--- src/rtl/fp_sqrt_mant_core.sv ---
// -----------------------------------------------------------------------------
// fp_sqrt_mant_core
//
// Iterative radix-2 restoring integer square root for the mantissa datapath.
// Produces one root bit per clock. A requester pulses start_i with a
// 2*ROOT_WIDTH-bit radicand and then waits for the single-cycle done_o pulse.
// Exponent, sign and special cases are handled by the front end.
//
// Handshake: start_i is a request strobe that is accepted only on an edge
// where the engine is in IDLE or DONE; in CALC it is ignored (not queued).
// done_o is high for exactly one cycle per accepted, non-aborted request, and
// root_o/rem_o/sticky_o are valid from that cycle until the next completion.
//
// Ports:
//   clk_i        clock, all state updates on the rising edge
//   reset_i      synchronous, active-high reset (aborts any running operation)
//   start_i      request strobe
//   radicand_i   unsigned radicand, sampled on the accepting edge only
//   busy_o       high while iterating (CALC)
//   done_o       single-cycle result-valid pulse
//   root_o       floor(sqrt(radicand))
//   rem_o        radicand - root^2
//   sticky_o     OR of rem_o (inexact indicator)
//   dbg_state_o  current FSM state (IDLE=0, CALC=1, DONE=2)
// -----------------------------------------------------------------------------
module fp_sqrt_mant_core #(
    parameter int ROOT_WIDTH = 26
) (
    input  logic                      clk_i,
    input  logic                      reset_i,
    input  logic                      start_i,
    input  logic [2*ROOT_WIDTH-1:0]   radicand_i,
    output logic                      busy_o,
    output logic                      done_o,
    output logic [ROOT_WIDTH-1:0]     root_o,
    output logic [ROOT_WIDTH:0]       rem_o,
    output logic                      sticky_o,
    output logic [1:0]                dbg_state_o
);

    localparam int RW   = ROOT_WIDTH;
    localparam int DW   = 2 * ROOT_WIDTH;
    localparam int REMW = ROOT_WIDTH + 2;
    localparam int CW   = $clog2(ROOT_WIDTH) + 1;

    typedef enum logic [1:0] {
        S_IDLE = 2'd0,
        S_CALC = 2'd1,
        S_DONE = 2'd2
    } state_t;

    state_t            r_state;
    logic [CW-1:0]     r_cnt;
    logic [DW-1:0]     r_rad;
    logic [REMW-1:0]   r_rem;
    logic [RW-1:0]     r_root;
    logic              r_done;
    logic [RW-1:0]     r_root_out;
    logic [RW:0]       r_rem_out;
    logic              r_sticky;

    logic              w_accept;
    logic [REMW-1:0]   w_r_shift;
    logic [REMW-1:0]   w_trial;
    logic              w_ge;
    logic [REMW-1:0]   w_r_next;
    logic [RW-1:0]     w_q_next;

    // A new request is taken only when no operation is running.
    assign w_accept = start_i && ((r_state == S_IDLE) || (r_state == S_DONE));

    // One restoring step. The partial remainder never exceeds twice the
    // partial root, so shifting it left by two cannot lose set bits in the
    // REMW-bit register, and the trial value (Q<<2)|1 fits the same width.
    assign w_r_shift = (r_rem << 2) | {{(REMW-2){1'b0}}, r_rad[DW-1:DW-2]};
    assign w_trial   = {r_root, 2'b01};
    assign w_ge      = (w_r_shift >= w_trial);
    assign w_r_next  = w_ge ? (w_r_shift - w_trial) : w_r_shift;
    // The root's top bit is always zero before the final step, so it can be
    // shifted out freely.
    assign w_q_next  = {r_root[RW-2:0], w_ge};

    always_ff @(posedge clk_i) begin
        if (reset_i) begin
            r_state    <= S_IDLE;
            r_cnt      <= '0;
            r_rad      <= '0;
            r_rem      <= '0;
            r_root     <= '0;
            r_done     <= 1'b0;
            r_root_out <= '0;
            r_rem_out  <= '0;
            r_sticky   <= 1'b0;
        end else begin
            r_done <= 1'b0;
            if (w_accept) begin
                // Result registers are deliberately left untouched here so
                // the previous answer stays visible until the next done.
                r_rad   <= radicand_i;
                r_rem   <= '0;
                r_root  <= '0;
                r_cnt   <= CW'(RW - 1);
                r_state <= S_CALC;
            end else begin
                case (r_state)
                    S_IDLE: begin
                        r_state <= S_IDLE;
                    end
                    S_CALC: begin
                        r_rem  <= w_r_next;
                        r_root <= w_q_next;
                        r_rad  <= {r_rad[DW-3:0], 2'b00};
                        if (r_cnt == '0) begin
                            r_root_out <= w_q_next;
                            r_rem_out  <= w_r_next[RW:0];
                            r_sticky   <= |w_r_next[RW:0];
                            r_done     <= 1'b1;
                            r_state    <= S_DONE;
                        end else begin
                            r_cnt <= r_cnt - 1'b1;
                        end
                    end
                    S_DONE: begin
                        r_state <= S_IDLE;
                    end
                    default: begin
                        r_state <= S_IDLE;
                    end
                endcase
            end
        end
    end

    assign busy_o      = (r_state == S_CALC);
    assign done_o      = r_done;
    assign root_o      = r_root_out;
    assign rem_o       = r_rem_out;
    assign sticky_o    = r_sticky;
    assign dbg_state_o = r_state;

endmodule

--- config.mk ---
export PLATFORM = sky130hd
export DESIGN_NAME = fp_sqrt_mant_core
export DESIGN_NICKNAME = d
export VERILOG_FILES = /design/src/rtl/fp_sqrt_mant_core.sv
export SDC_FILE = /design/constraint.sdc
export NUM_CORES = 1
export LEC_CHECK = 0
export CORE_MARGIN = 8
export CORE_UTILIZATION = 59
export CTS_CLUSTER_SIZE = 20
export DETAILED_ROUTE_END_ITERATION = 16
export GPL_TIMING_DRIVEN = 0
export PLACE_DENSITY = 0.85
export SLEW_MARGIN = 20
export SYNTH_ARGS = -nofsm -noshare
export SYNTH_HDL_FRONTEND = slang
export SYNTH_SLANG_ARGS = --single-unit
--- constraint.sdc ---
create_clock -name clk_i -period 9.77 [get_ports clk_i]
set_input_delay 1.954 -clock clk_i [delete_from_list [all_inputs] [get_ports clk_i]]
set_output_delay 1.954 -clock clk_i [all_outputs]
set_load 0.01 [all_outputs]
==> reports/summary.txt, run 1 <==
Initial antenna violation count -> 0
CTS sink cnt -> 167
I/O pin total -> 113
CP max FO -> 10
Fin nets -> 1,214
Nature of the critical path endpoint -> primary output
Drt drc -> 0
Rows -> 42
Synth Area per Inst -> 7.87 um^2
Placer congestion estimate -> 0.948
Post-CTS sizing -> 0
Util after Layout -> 0.746
Hold-fix buffers, CTS -> 0
IO buf count -> 111
Leading area contributor after synthesis -> dfxtp_1
Share of cells above drive strength 1 -> 0.0368
Slew Viols, Final -> 0
GRT overflow -> 0
Peak VDD IR -> 0.178 mV
Yosys reg bits -> 167
Total power -> 2.23 mW
Fin crit share -> 0.426
Chip Height -> 131 um
Post-DR wirelength/cell -> 18.1 um
Asr flop ratio synth -> 0
Routed Wire Length -> 23.8 mm
Vias in the first global route -> 7,695
Mapped Cells -> 1,000
Post-CTS setup repair buffer count -> 0
Sw Pwr -> 797 uW
TritonCTS clock tree -> yes
Status -> completed
Total CTS buffers -> 17
Clock Pin Slew Worst Setup and Hold Paths -> 0.06 ns
Clk buf depth -> 2
Kind of critical path -> reg -> out
Clk Latency, worst-skew pair -> 0.43 ns
Gr usage total -> 0.271
Post-DR vias/cell -> 5.94
Pin count of the biggest net entering global routing -> 17
Setup WS pre-CTS -> 5.70 ns
Hold Crit Class -> reg -> reg
Setup TNS -> 0 ns
Power density over the cells -> 227 nW/um^2
Distinct cell type count after synthesis -> 54
N_diodes -> 0
Max-cap viol count -> 0
Worst slew pin tran -> 0.701 ns
Die width -> 131 um
Internal power -> 1.43 mW
FMAX -> 240 MHz
Netlist Area Pre-Place -> 7870 um^2
Switching share of power -> 0.358
Placed cells -> 1,287
Die area -> 17,300 um^2
Relative slew margins -> 0.529
Crit start category -> flip-flop
Root Driver -> clkbuf_16
WP data arrival -> 2.21 ns
Sequential fraction of design power -> 0.346
Starting DRT DRC Count -> 737
Area contributors post-synth -> dfxtp_1 42%, nand2_1 7.3%, a21oi_1 6.0%
Final hold violations -> 0
First-pass GRT wire length -> 38.5 mm
Non-filler cells, final -> 1,318
RSZ-0062 raised after global routing -> no
Top-area cell type share of the netlist area -> 0.425
Combinational power share -> 0.343
Pleak -> 3.60 nW
Post-route setup slack -> 5.60 ns
Initial Util -> 0.599
Worst endpoint required time -> 7.82 ns
Hpwl dp -> 17.6 mm
Post-synth EDFFs -> 0
Clk network pwr share -> 0.312
Setup Skew -> 0.00986 ns
Core area -> 13,100 um^2
Syn_nets -> 1,084
Via count -> 7,823
Reg2Reg Setup Slack -> 5.80 ns
Count of final setup violators -> 0
Htree depth -> 4
Top_reg_cell synth -> dfxtp_1
Clock period minus worst slack -> 4.17 ns
Antenna Nets Post-Route -> 0
Layout area overhead -> 24.6%
Sequential share of the synthesized area -> 0.425
Synth warn -> 0
Router iterations before antenna repair -> 5
==> per-layer routing <==
metal | part of all wire | track usage
met4 | 0.029 | 0.112
met1 | 0.42 | 0.324
met5 | 0 | 0
met2 | 0.46 | 0.443
met3 | 0.088 | 0.0835
==> cells by family (layout without fill, tap and decap cells) <==
| family | after synthesis | after routing | share of synthesized area |
|---|---|---|---|
| multiplexers | 21 | 21 | 0.0272 |
| buffers and inverters | 109 | 251 | 0.0526 |
| adder cells (fa/ha/maj) | 29 | 29 | 0.0461 |
| flip-flops | 167 | 167 | 0.425 |
| AND/OR/NAND/NOR | 387 | 387 | 0.211 |
| AO/OA/AOI/OAI | 257 | 257 | 0.204 |
| XOR/XNOR | 30 | 30 | 0.0334 |
==> final cells by class <==
type                       count  area [um^2]
buffer                        74          283
timing repair buffer         111         1110
inverter                      35          131
clock inverter                11          138
fill                        1021         3330
sequential                   167         3340
multi-input combinational    724         4110
clock buffer                  20          467
tap                          176          220
==> power groups by stage <==
stage	combinational, mW	sequential (mW)	clock [mW]
4_1_cts	0.745	0.769	0.693
3_3_place_gp	0.733	0.782	0
3_5_place_dp	0.738	0.783	0
2_1_floorplan	0.526	0.778	0
5_1_grt	0.829	0.775	0.723
6_report	0.763	0.771	0.694
==> cells in the final DEF, fill, tap and decap left out, drive strengths merged, types with 17 or more instances in the layout <==
| cell | count |
|---|---|
| xnor2 | 17 |
| clkbuf | 85 |
| nand2 | 154 |
| a211oi | 45 |
| o22ai | 49 |
| nor2 | 122 |
| mux2i | 18 |
| nor3 | 61 |
| dfxtp | 167 |
| inv | 41 |
| a21oi | 94 |
| clkdlybuf4s50 | 111 |
| ha | 29 |
| o21ai | 19 |
==> synthesized netlist by cell type (10+ instances only) <==
| cell | instances |
|---|---|
| ha_1 | 29 |
| clkbuf_1 | 65 |
| inv_1 | 34 |
| nand2_1 | 154 |
| nor3_1 | 60 |
| o21ai_0 | 16 |
| a31oi_1 | 10 |
| mux2i_1 | 18 |
| a211oi_1 | 45 |
| dfxtp_1 | 167 |
| a21o_1 | 11 |
| a21oi_1 | 94 |
| o22ai_1 | 49 |
| nor2_1 | 122 |
| xor2_1 | 13 |
| xnor2_1 | 17 |
==> state kept, by name, indices dropped and copies added (netlist names) <==
name and count:
r_rad 52, root_o 26, r_rem 26, done_o 1, dbg_state_o 2, sticky_o 1, rem_o 27, r_cnt 6
r_root 26
==> worst paths after layout <==
kind,from,to,depth (start not counted)
worst max-delay path,dbg_state_o[0]$_SDFFE_PP0P_,busy_o,4
worst min-delay path,root_o[11]$_SDFFE_PP0P_,root_o[11]$_SDFFE_PP0P_,2
worst max register to register,r_root[9]$_SDFFE_PP0P_,rem_o[15]$_SDFFE_PP0P_,14
worst min register to register,root_o[11]$_SDFFE_PP0P_,root_o[11]$_SDFFE_PP0P_,2
==> critical path, stage by stage (launching register included) <==
cell             delay, ns
dfxtp_1               0.39
nand2b_1              0.13
inv_2                 0.17
clkbuf_1              0.45
clkdlybuf4s50_1       0.65
==> metrics by stage <==
stage / hold WS [ns] / area [um^2]
after floorplan: 0.436 / 7870
after global placement: 0.442 / 9200
after detailed placement: 0.448 / 9200
after CTS: 0.457 / 9810
after global routing: 0.476 / 9810
final: 0.453 / 9810
No activity file was read; power rests on OpenSTA's default activity.
==> run 2: changes to the inputs <==
--- a/config.mk
+++ b/config.mk
@@ -6,11 +6,11 @@
 export NUM_CORES = 1
 export LEC_CHECK = 0
 export CORE_MARGIN = 8
-export CORE_UTILIZATION = 59
+export CORE_UTILIZATION = 49
 export CTS_CLUSTER_SIZE = 20
 export DETAILED_ROUTE_END_ITERATION = 16
 export GPL_TIMING_DRIVEN = 0
-export PLACE_DENSITY = 0.85
+export PLACE_DENSITY = 0.75
 export SLEW_MARGIN = 20
 export SYNTH_ARGS = -nofsm -noshare
 export SYNTH_HDL_FRONTEND = slang
==> constraint.sdc (replaced) <==
create_clock -name clk_i -period 3.4 [get_ports clk_i]
set_input_delay 0.68 -clock clk_i [delete_from_list [all_inputs] [get_ports clk_i]]
set_output_delay 0.68 -clock clk_i [all_outputs]
set_load 0.01 [all_outputs]
==> run 2 against run 1 <==
The run now ends with setup timing left. Sequential cell count stayed put. Worst hold slack is essentially flat. Clock power grew to 3.0 times the previous value. Largest power group is now combinational logic. Sequential share of layout area down 0.98 points. Design area is 3.4% higher. Final cell count increased by 2.7%. Count of clock-buffer cells in the layout fell by 3. Utilization decreased by 10 points. Global-route usage down 4.0 points. Critical path type is now reg -> reg.
==> reports/summary.txt, run 2 (synthesis results as in run 1) <==
Status -> finished, violations left
Failing checks -> setup timing
Setup TNS -> -0.00465 ns (-0.00465 ns)
Crit start category -> flip-flop
Setup WS pre-CTS -> -0.363 ns (-6.07 ns)
Relative slew margins -> 0.570 (+0.0412)
Hold Crit Class -> reg -> reg
CP max FO -> 10 (unchanged)
Reg2Reg Setup Slack -> -0.005 ns (-5.80 ns)
Core area -> 15,800 um^2 (+20%)
CTS sink cnt -> 167 (unchanged)
Drt drc -> 0 (unchanged)
Largest reg by FF count -> r_rad
Worst endpoint required time -> 3.76 ns (-4.06 ns)
N_diodes -> 0 (unchanged)
Initial antenna violation count -> 0 (unchanged)
Die width -> 143 um (+8.5%)
FMAX -> 294 MHz
Total CTS buffers -> 17 (unchanged)
First-pass GRT wire length -> 37.1 mm (-3.6%)
Vias in the first global route -> 7,288 (-5.3%)
I/O pin total -> 113 (unchanged)
Starting DRT DRC Count -> 576 (-22%)
Final hold violations -> 0 (unchanged)
Peak VDD IR -> 0.404 mV (+130%)
Worst Min Path Start -> root_o[15]$_SDFFE_PP0P_
Critical Path Sink -> rem_o[15]$_SDFFE_PP0P_
Post-DR wirelength/cell -> 17.3 um (-4.1%)
Htree depth -> 4 (unchanged)
Most frequent cells in the layout -> 159 x dfxtp_1, 153 x nand2_1, 122 x nor2_1, 111 x clkdlybuf4s50_1, 92 x a21oi_1
Nature of the critical path endpoint -> flip-flop
Share of cells above drive strength 1 -> 0.0773 (+0.0406)
Critical Path Source -> r_root[3]$_SDFFE_PP0P_
Worst R2R End -> rem_o[15]$_SDFFE_PP0P_
Fin nets -> 1,209 (-0.41%)
TritonCTS clock tree -> yes
Clk Latency, worst-skew pair -> 0.43 ns (about the same)
Hold_ws -> 0.452 ns (-0.000366 ns)
Rows -> 46 (+9.5%)
WP data arrival -> 3.76 ns (+1.55 ns)
GRT overflow -> 0 (unchanged)
Die area -> 20,400 um^2 (+18%)
Power density over the cells -> 655 nW/um^2 (+190%)
Router iterations before antenna repair -> 5 (unchanged)
Worst reg2reg startpoint -> r_root[3]$_SDFFE_PP0P_
Max-cap viol count -> 0 (unchanged)
RSZ-0062 raised after global routing -> yes
Clock period minus worst slack -> 3.40 ns
Total power -> 6.64 mW (+200%)
Initial Util -> 0.499 (-0.100)
Fin crit share -> 1.00
Layout area overhead -> 28.9%
Clk buf depth -> 2 (unchanged)
Commonest non-fill, non-tap cell in the layout -> dfxtp_1
Placer congestion estimate -> 0.972 (+2.6%)
Setup Skew -> 0.00795 ns (-0.00191 ns)
Largest register FFs -> 52 (unchanged)
Worst slew pin tran -> 0.639 ns (-0.0614 ns)
Routed Wire Length -> 23.5 mm (-1.5%)
Gr usage total -> 0.230 (-0.0403)
Root Driver -> clkbuf_16
Count of final setup violators -> 1 (+1)
Chip Height -> 143 um (+8.5%)
Pin count of the biggest net entering global routing -> 17 (unchanged)
Pleak -> 3.67 nW (+2.0%)
Clock Pin Slew Worst Setup and Hold Paths -> 0.07 ns (about the same)
Via count -> 7,674 (-1.9%)
Antenna Nets Post-Route -> 0 (unchanged)
Post-route setup slack -> -0.00465 ns (-5.61 ns)
IO buf count -> 111 (unchanged)
Kind of critical path -> reg -> reg
Slew Viols, Final -> 0 (unchanged)
Post-DR vias/cell -> 5.67 (-4.5%)
R2R depth -> 13 (-1)
Hpwl dp -> 17.5 mm (-0.58%)
[run 2: how the worst min path moves through the flow]
| stage | end | slack (ns) | cells after the start |
|---|---|---|---|
| 2_1_floorplan | r_root[25]$_SDFFE_PP0P_ | 0.44 | 2 |
| 3_3_place_gp | rem_o[1]$_SDFFE_PP0P_ | 0.44 | 2 |
| 3_5_place_dp | root_o[12]$_SDFFE_PP0P_ | 0.45 | 2 |
| 4_1_cts | root_o[11]$_SDFFE_PP0P_ | 0.46 | 2 |
| 5_1_grt | root_o[12]$_SDFFE_PP0P_ | 0.47 | 2 |
| 6_report | root_o[15]$_SDFFE_PP0P_ | 0.45 | 2 |
[run 2: critical path: stages, from the launching register on]
cell and delay, ns:
dfxtp_2 0.35, inv_1 0.08, ha_2 0.39, nand2_1 0.14, a211o_4 0.34, a31oi_4 0.21, and3b_1 0.23, o21ai_2 0.32
buf_4 0.30, buf_4 0.28, nor2_1 0.06, a21oi_1 0.36, nand2_1 0.12, a21oi_1 0.15
[run 2: cell type report]
class                           count  area [um^2]
Tap cell                          216          270
Buffer                             63          246
Timing Repair Buffer              117         1160
Clock buffer                       17          425
Fill cell                        1410         5630
Multi-Input combinational cell    724         4340
Inverter                           35          131
Clock inverter                     15          219
Sequential cell                   167         3360
[run 2: per-stage QoR]
step / cells / cell area, um^2 / utilization
after floorplan: 1000 / 7870 / -
after global placement: 1327 / 9250 / 0.587
after detailed placement: 1327 / 9250 / 0.587
after CTS: 1352 / 10000 / 0.634
after global routing: 1354 / 10100 / 0.643
final: 1354 / 10100 / 0.643
[run 2: layer usage]
metal  GRT usage  share of wire  vias to the layer above
met5           0              0                        -
met4      0.0861          0.022                        0
met3      0.0604          0.068                       38
met2       0.375           0.47                      228
met1       0.287           0.44                     3657
li1            -              -                     3751
[run 2: timing repair]
item	CTS	global route
setup buffers	0	6
gates resized for setup	23	32
pin swaps	0	12
hold buffers	0	0
setup endpoints to repair	36	30
[run 2: power by group]
| group | switching [mW] | leakage [nW] | internal, mW |
|---|---|---|---|
| sequential | 0.115 | 1.37 | 2.10 |
| combinational | 1.38 | 1.99 | 0.940 |
| clock | 0.857 | 0.313 | 1.25 |
| total | 2.35 | 3.67 | 4.29 |
==> run 3: changes to the inputs <==
--- a/config.mk
+++ b/config.mk
@@ -10,7 +10,8 @@
 export CTS_CLUSTER_SIZE = 20
 export DETAILED_ROUTE_END_ITERATION = 16
 export GPL_TIMING_DRIVEN = 0
-export PLACE_DENSITY = 0.75
+export MAX_ROUTING_LAYER = met4
+export PLACE_DENSITY = 0.76
 export SLEW_MARGIN = 20
 export SYNTH_ARGS = -nofsm -noshare
 export SYNTH_HDL_FRONTEND = slang
==> run 3 against run 2 <==
Critical path depth fell by 1. The flow now finishes without violations. Maximum frequency rose by 3.1%. Global-route usage rose by 1.1 points. Critical endpoint is now sticky_o$_SDFFE_PP0P_. Largest power group unchanged. Non-clock buffer count rose by 3. Utilization rose by 0.44 points.
==> reports/summary.txt, run 3 (synthesis results as in run 1) <==
Power density over the cells -> 645 nW/um^2 (-1.5%)
Total CTS buffers -> 17 (unchanged)
Drt drc -> 0 (unchanged)
IO buf count -> 111 (unchanged)
Antenna Nets Post-Route -> 0 (unchanged)
Gr usage total -> 0.241 (+0.0110)
Hold Crit Class -> reg -> reg
Crit start category -> flip-flop
Worst Min Path Start -> root_o[13]$_SDFFE_PP0P_
Clock Pin Slew Worst Setup and Hold Paths -> 0.07 ns (about the same)
Post-DR wirelength/cell -> 17.6 um (+1.4%)
Placer congestion estimate -> 0.938 (-3.5%)
Switching share of power -> 0.362 (+0.00807)
CTS sink cnt -> 167 (unchanged)
Hold path depth -> 2 (unchanged)
Hpwl dp -> 17.7 mm (+0.93%)
Relative slew margins -> 0.520 (-0.0509)
Core area -> 15,800 um^2 (unchanged)
Peak VDD IR -> 0.440 mV (+9.0%)
Routed Wire Length -> 23.8 mm (+1.6%)
Initial antenna violation count -> 0 (unchanged)
Via count -> 7,652 (-0.29%)
Worst reg2reg startpoint -> r_root[3]$_SDFFE_PP0P_
Fin nets -> 1,212 (+0.25%)
Combinational power share -> 0.363 (+0.014)
Die area -> 20,400 um^2 (unchanged)
Vias in the first global route -> 7,462 (+2.4%)
Reg2Reg Setup Slack -> 0.1 ns (+0.10 ns)
Non-filler cells, final -> 1,357 (+0.22%)
Max-cap viol count -> 0 (unchanged)
Chip Height -> 143 um (unchanged)
Total power -> 6.59 mW (-0.80%)
Count of final setup violators -> 0 (-1)
FMAX -> 303 MHz (+3.1%)
Setup Skew -> 0.00974 ns (+0.00178 ns)
Clk buf depth -> 2 (unchanged)
TritonCTS clock tree -> yes
Kind of critical path -> reg -> reg
Share of cells above drive strength 1 -> 0.0894 (+0.0121)
Starting DRT DRC Count -> 492 (-15%)
Hold_ws -> 0.452 ns (-0.000809 ns)
Initial Util -> 0.499 (unchanged)
Clock period minus worst slack -> 3.30 ns (-0.101 ns)
Pin count of the biggest net entering global routing -> 17 (unchanged)
Cell with the largest stage delay on the worst path -> or4_1
Htree depth -> 4 (unchanged)
Pleak -> 3.69 nW (+0.50%)
Sw Pwr -> 2.38 mW (+1.5%)
Post-DR vias/cell -> 5.64 (-0.51%)
Post-route setup slack -> 0.0964 ns (+0.101 ns)
GRT overflow -> 0 (unchanged)
Largest reg by FF count -> r_rad
Filler cells -> 1,387 (-1.6%)
Nature of the critical path endpoint -> flip-flop
Setup WS pre-CTS -> -0.384 ns (-0.0217 ns)
Worst slew pin tran -> 0.721 ns (+0.0813 ns)
CP peak stage delay -> 0.52 ns (+0.13 ns)
Status -> completed
Sequential fraction of design power -> 0.337 (+0.003)
Worst endpoint required time -> 3.70 ns (-0.06 ns)
R2R depth -> 12 (-1)
CP max FO -> 5 (-5)
First-pass GRT wire length -> 37.7 mm (+1.5%)
Largest register FFs -> 52 (unchanged)
Fin crit share -> 0.972 (-0.0297)
WP data arrival -> 3.61 ns (-0.15 ns)
Rows -> 46 (unchanged)
Worst R2R End -> sticky_o$_SDFFE_PP0P_
N_diodes -> 0 (unchanged)
Slew Viols, Final -> 0 (unchanged)
Clk Latency, worst-skew pair -> 0.44 ns (about the same)
Setup TNS -> 0 ns (+0.00465 ns)
Clk network pwr share -> 0.300 (-0.017)
I/O pin total -> 113 (unchanged)
Final hold violations -> 0 (unchanged)
Die width -> 143 um (unchanged)
Router iterations before antenna repair -> 5 (unchanged)
Hold Path Sink -> root_o[13]$_SDFFE_PP0P_
Layout area overhead -> 29.8%
Most frequent cells in the layout -> 158 x dfxtp_1, 152 x nand2_1, 122 x nor2_1, 111 x clkdlybuf4s50_1, 91 x a21oi_1
Root Driver -> clkbuf_16
Placed cells -> 1,327 (unchanged)
Commonest non-fill, non-tap cell in the layout -> dfxtp_1
Internal power -> 4.21 mW (-2.0%)
CP cell instances -> inv_1 > ha_4 > nand2_2 > a211o_4 > a31oi_2 > and3b_1 > o21a_1 > or4_1 > o211ai_1 > o211a_1 > and4_1 > a211oi_1
## run 3: how the worst max path moves through the flow
stage / startpoint / end / slack [ns] / cells past startpoint
global route: r_root[1]$_SDFFE_PP0P_ / sticky_o$_SDFFE_PP0P_ / -0.01 / 13
detailed placement: r_root[5]$_SDFFE_PP0P_ / sticky_o$_SDFFE_PP0P_ / -0.38 / 13
global placement: r_root[5]$_SDFFE_PP0P_ / sticky_o$_SDFFE_PP0P_ / -0.40 / 13
finish: r_root[3]$_SDFFE_PP0P_ / sticky_o$_SDFFE_PP0P_ / 0.1 / 12
floorplan: r_root[1]$_SDFFE_PP0P_ / sticky_o$_SDFFE_PP0P_ / 0.30 / 12
CTS: r_root[1]$_SDFFE_PP0P_ / sticky_o$_SDFFE_PP0P_ / 0.009 / 12
## run 3: what timing repair did
item                       in CTS  in global routing
pin swaps                       0                 18
hold buffers                    0                  0
buffers inserted                0                  9
resized for setup              20                 52
cloned                          0                  0
setup endpoints to repair      36                 32
## run 3: power by group through the flow
stage | Combinational, mW | Clock, mW | Sequential (mW)
detailed placement | 2.15 | 0 | 2.25
floorplan | 1.51 | 0 | 2.24
CTS | 2.23 | 1.99 | 2.21
finish | 2.39 | 1.98 | 2.22
global placement | 2.13 | 0 | 2.25
global route | 2.57 | 2.08 | 2.23
## run 3: worst max-delay path: cells and delay by family (launching register included)
family                   cells  cell delay [ns]
AO/OA/AOI/OAI                6             1.34
buffers and inverters        1             0.10
AND/OR/NAND/NOR              4             1.04
adder cells (fa/ha/maj)      1             0.33
flip-flops                   1             0.35
## run 3: area by class of cell
type / count / area [um^2] / area share
plain buffers: 63 / 246 / 0.0241
inverters: 35 / 131 / 0.0129
repair buffers: 120 / 1180 / 0.115
clock buffers: 20 / 457 / 0.0447
flip-flops and latches: 167 / 3360 / 0.329
clock inverters: 12 / 139 / 0.0136
well taps: 216 / 270 / 0.0265
multi-input cells: 724 / 4430 / 0.434
## run 3: per-stage QoR
stage	utilization	cell area, um^2
detailed placement	0.587	9250
floorplan	-	7870
global placement	0.587	9250
finish	0.648	10200
global route	0.648	10200
CTS	0.629	9920
## run 3: layer usage
metal / part of all wire / global-route usage / up-vias
met4: 0.029 / 0.105 / 0
met1: 0.43 / 0.286 / 3590
met5: 0 / - / -
met3: 0.065 / 0.0501 / 47
li1: - / - / 3759
met2: 0.48 / 0.390 / 256
